`config.mk`:
```
export PLATFORM = sky130hd
export DESIGN_NAME = rom_mult_arbiter
export DESIGN_NICKNAME = d
export VERILOG_FILES = /design/src/rtl/rom_mult_arbiter.sv
export SDC_FILE = /design/constraint.sdc
export NUM_CORES = 1
export LEC_CHECK = 0
export ABC_AREA = 1
export BUFFER_PORTS_ARGS = -buffer_cell sky130_fd_sc_hd__clkbuf_2
export CAP_MARGIN = 0
export CORE_ASPECT_RATIO = 1.4
export CORE_MARGIN = 2
export CORE_UTILIZATION = 30
export CTS_BUF_LIST = sky130_fd_sc_hd__clkbuf_8
export DETAILED_ROUTE_END_ITERATION = 7
export REMOVE_ABC_BUFFERS = 1
export SLEW_MARGIN = 20
export SYNTH_ARGS = -nofsm -noshare
export SYNTH_HDL_FRONTEND = slang
export SYNTH_SLANG_ARGS = --single-unit
```
`constraint.sdc`:
```
create_clock -name CLK -period 5.28 [get_ports CLK]
set_input_delay 1.32 -clock CLK [delete_from_list [all_inputs] [get_ports CLK]]
set_output_delay 1.32 -clock CLK [all_outputs]
set_load 0.01 [all_outputs]
```
`src/rtl/rom_mult_arbiter.sv`:
```
// Round-robin arbiter that shares one multiplier ROM lookup port among N_REQ requesters.
// Latency: arbitration edge E -> GNT in cycle E+1 -> RVALID/RDATA in cycle E+2; 1 lookup per 2 cycles.
// Backpressure: requesters hold REQ/operands until GNT; losers wait, and a pending request is served within N_REQ arbitrations.
//
// Ports:
//   CLK, RESET      rising-edge clock, asynchronous active-low reset
//   REQ/OPA/OPB     per-requester level request and packed operands (requester i at [i*OP_W +: OP_W])
//   GNT             registered one-hot grant pulse
//   ROM_A/ROM_Z     registered ROM address {a,b} / combinational ROM product
//   RVALID/RDATA    one-hot result pulse to the winner / product (holds until next capture)
//   BUSY            high while a lookup is in flight (state != IDLE)
module rom_mult_arbiter #(
  parameter int N_REQ  = 4,
  parameter int OP_W   = 5,
  parameter int PROD_W = 10
) (
  input  logic                  CLK,
  input  logic                  RESET,
  input  logic [N_REQ-1:0]      REQ,
  input  logic [N_REQ*OP_W-1:0] OPA,
  input  logic [N_REQ*OP_W-1:0] OPB,
  output logic [N_REQ-1:0]      GNT,
  output logic [2*OP_W-1:0]     ROM_A,
  input  logic [PROD_W-1:0]     ROM_Z,
  output logic [N_REQ-1:0]      RVALID,
  output logic [PROD_W-1:0]     RDATA,
  output logic                  BUSY
);

  localparam int PTR_W = $clog2(N_REQ);

  typedef enum logic [1:0] {
    S_IDLE   = 2'd0,
    S_LOOKUP = 2'd1,
    S_RETURN = 2'd2
  } state_t;

  state_t            r_state;
  logic [PTR_W-1:0]  r_ptr;
  logic [PTR_W-1:0]  r_win;
  logic [N_REQ-1:0]  r_gnt;
  logic [N_REQ-1:0]  r_rvalid;
  logic [2*OP_W-1:0] r_rom_a;
  logic [PROD_W-1:0] r_rdata;

  logic              w_win_vld;
  logic [PTR_W-1:0]  w_win_idx;
  logic [PTR_W-1:0]  w_ptr_nxt;
  logic [N_REQ-1:0]  w_win_oh;

  // Requester index at round-robin distance off from base, wrapped mod N_REQ.
  function automatic logic [PTR_W-1:0] rr_idx(input logic [PTR_W-1:0] base, input int off);
    int s;
    s = int'(base) + off;
    if (s >= N_REQ) s = s - N_REQ;
    return s[PTR_W-1:0];
  endfunction

  // Scan from lowest to highest priority so the last hit is the winner.
  always_comb begin
    w_win_vld = 1'b0;
    w_win_idx = '0;
    for (int k = N_REQ - 1; k >= 0; k--) begin
      if (REQ[rr_idx(r_ptr, k)]) begin
        w_win_vld = 1'b1;
        w_win_idx = rr_idx(r_ptr, k);
      end
    end
  end

  assign w_ptr_nxt = (w_win_idx == PTR_W'(N_REQ - 1)) ? '0 : w_win_idx + PTR_W'(1);
  assign w_win_oh  = N_REQ'(1) << w_win_idx;

  always_ff @(posedge CLK or negedge RESET) begin
    if (!RESET) begin
      r_state  <= S_IDLE;
      r_ptr    <= '0;
      r_win    <= '0;
      r_gnt    <= '0;
      r_rvalid <= '0;
      r_rom_a  <= '0;
      r_rdata  <= '0;
    end else begin
      case (r_state)
        S_LOOKUP: begin
          // ROM_A has been stable for a full cycle; capture the product for the winner.
          r_gnt    <= '0;
          r_rdata  <= ROM_Z;
          r_rvalid <= N_REQ'(1) << r_win;
          r_state  <= S_RETURN;
        end
        default: begin
          // IDLE and RETURN both arbitrate; from RETURN this gives back-to-back service.
          r_gnt    <= '0;
          r_rvalid <= '0;
          if (w_win_vld) begin
            r_gnt   <= w_win_oh;
            r_rom_a <= {OPA[int'(w_win_idx)*OP_W +: OP_W], OPB[int'(w_win_idx)*OP_W +: OP_W]};
            r_ptr   <= w_ptr_nxt;
            r_win   <= w_win_idx;
            r_state <= S_LOOKUP;
          end else begin
            r_state <= S_IDLE;
          end
        end
      endcase
    end
  end

  assign GNT    = r_gnt;
  assign ROM_A  = r_rom_a;
  assign RVALID = r_rvalid;
  assign RDATA  = r_rdata;
  assign BUSY   = (r_state != S_IDLE);

endmodule
```
==> impl_metrics.csv <==
group,metric,value,unit
run_status,status,"completed",
run,maxCapViolCount,0,
setup_path,worstSetupEndpointType,"flop",
timing,hold_ws,459.3,ps
setup_path,crit_path_start,"REQ[2]",
cells_and_area,multi_input_area,805.8,µm²
synthesis,ys_ff_latch,34,
timing,finalSetupTns,0,ps
global_route,gr-total-overflow,0,
synthesis,synthArstFlopShare,100.0,%
pwr,ir_drop,357.1,µV
cells_and_area,register_area,850.8,µm²
synthesis,synth.cell_area,1871,µm²
synthesis,yosysUniqueCellTypes,25,
cells_and_area,final_nets,398,
timing,clock-skew-final,2.154,ps
place,place_hpwl,3467,µm
cells_and_area,fillers,681,
cts,clockRootBuffer,"clkbuf_8",
timing,setup_viol,0,
cells_and_area,final_design_area_no_fill,2409,µm²
global_route,grt_usage,13.73,%
timing,drv_slew,0,
cts,numClockSinks,34,
cts,ctsHoldBuffers,0,
routing,finalWirelength,4380,µm
min_path,hp-start,"r_win[1]$_DFFE_PN0P_",
cells_and_area,antenna_cells,0,
die,rows,34,
setup_path,r2r_setup_slack,2600,ps
setup_path,cp-start-kind,"input pin",
global_route,grt_max_degree,36,
cts,worstSkewPairLatency,280,ps
cts,clockBufferDepth,2,
timing,hold_viol_final,0,
timing,worst_pin_slew,831.8,ps
synthesis,synth_top_area_share,45.48,%
die,coreArea,6126,µm²
global_route,antenna_found_initial,0,
setup_path,path_class,"in2reg",
die,boundaryPins,85,
cts,clk_pin_slew,60,ps
setup_path,path_max_fanout,16,
synthesis,yosysSeqAreaShare,45.48,%
cts,cts_setup_buffers,0,
routing,drcViolationCount,0,
synthesis,synth_flop_cell,"dfrtp_1",
pwr,powerDensity,606.9,nW/µm²
place,port_buffers,84,
synthesis,synth_edf_count,0,
routing,dr.pass1.iters,6,
cells_and_area,drive_gt1_share,31.38,%
cells_and_area,syn_to_final_growth,28.76,%
synthesis,ys_warn_count,0,
routing,via_per_inst,4.354,
setup_path,crit_required,5440,ps
synthesis,yosys-top-cells-area,"dfrtp_1 (45%), nand2_1 (19%), nand3_1 (8.3%)",
die,start_util,30.54,%
pwr,leakagePower,1.459,nW
routing,wl_per_cell,10.61,µm
cts,cts_resized,0,
routing,dr.first_iter.drc_count,76,
die,die_w,70.74,µm
die,dieArea,6892,µm²
place,placed_area,2332,µm²
synthesis,syn_area_per_cell,7.278,µm²
timing,max_slew_margin,44.55,%
timing,rsz0062_at_grt,"no",
routing,vias,1798,
die,die_h,97.43,µm
setup_path,reg2reg_from,"r_state[1]$_DFF_PN0_",
place,gp_congestion,0.8095,
cts,cts_tree,"yes",
timing,post-route-min-period,2701,ps
cts,htree_levels,2,
synthesis,synth_cells,257,
global_route,grt_pass1_wl,7631,µm
setup_path,crit_arrival,2860,ps
synthesis,synth_largest_area_cell,"dfrtp_1",
routing,ant_nets,0,
global_route,grt_pass1_vias,1763,
timing,post-route-period-util,51.16,%
cts,numCtsBuffers,5,
timing,max_freq,0.3702,GHz
min_path,hold_class,"reg2reg",
## registers in the layout, indices dropped and copies added, names as in the netlist
signal	flops
ROM_A	10
r_win	2
r_ptr	2
r_state	2
RDATA	10
GNT	4
RVALID	4
## report_power, final
part           internal, mW  switching, mW
Combinational         0.296          0.547
Clock                0.0866         0.0817
Sequential            0.375         0.0753
Total                 0.758          0.704
## routing by layer
metal | track usage (%) | up-vias | part of all wire (%)
met5 | 0 | - | 0
met4 | 5.515 | 0 | 1.9
met3 | 3.527 | 9 | 6.4
met2 | 24.16 | 57 | 52
met1 | 15.52 | 782 | 39
li1 | - | 950 | -
## cell families (layout without fill, tap and decap cells)
family / after synthesis / count (layout) / share of synthesized area, %
adder cells (fa/ha/maj): 1 / 1 / 0.6688
AND/OR/NAND/NOR: 156 / 156 / 36.99
XOR/XNOR: 1 / 1 / 0.4683
AO/OA/AOI/OAI: 14 / 14 / 4.949
buffers and inverters: 51 / 135 / 11.44
flip-flops: 34 / 34 / 45.49
## critical path, stage by stage
cell and delay, ps:
clkbuf_2 90, nand2_1 70, o21ai_2 80, nor2_1 180, nand2_1 70, nand2_1 400, clkinv_1 390, nand2_1 170
o21ai_0 80
## worst paths after layout
kind | to | cells past startpoint
max | r_win[0]$_DFFE_PN0P_ | 9
min | RVALID[1]$_DFF_PN0_ | 1
max reg2reg | r_win[0]$_DFFE_PN0P_ | 6
min reg2reg | RVALID[1]$_DFF_PN0_ | 1
max in group asynchronous | RDATA[1]$_DFFE_PN0P_ | 1
min in group asynchronous | RDATA[8]$_DFFE_PN0P_ | 1
## cells in the mapped netlist (2+ instances only)
library cell,count
buf_4,2
buf_6,2
clkbuf_1,3
dfrtp_1,34
inv_1,41
inv_2,2
nand2_1,96
nand2_2,3
nand2_4,2
nand3_1,31
nor2_1,10
nor3_1,4
o211ai_1,6
o21ai_0,4
o21ai_2,2
or2_2,6
## metrics by stage
stage	worst slack [ps]	cells	power [mW]	utilization [%]
after floorplan	2633	250	1.045	-
after global placement	2332	406	1.303	38.07
after detailed placement	2225	406	1.319	38.07
after CTS	2439	413	1.494	39.32
after global routing	2147	413	1.639	39.32
final	2579	413	1.462	39.32
## placed cells by master, fill, tap and decap left out
master,n
clkinv_1,1
clkbuf_8,5
nand2_1,96
nand3_2,1
o211ai_1,6
nor3_1,4
clkbuf_2,84
o21ai_1,1
nand2_2,3
a21oi_1,1
inv_1,43
ha_1,1
or2_1,1
or2_2,6
o21ai_2,2
nor2_1,10
inv_2,2
nand3_1,31
nand3_4,1
nand2_4,2
o21ai_0,4
xnor2_1,1
nor2_2,1
dfrtp_1,34
## cell type report
type / count / share of cell area, %
clock inverters: 2 / 0.3117
inverters: 44 / 6.857
clock buffers: 5 / 2.857
repair buffers: 84 / 17.45
flip-flops and latches: 34 / 35.32
multi-input cells: 172 / 33.45
well taps: 72 / 3.740
No activity file was read; power rests on OpenSTA's default activity.
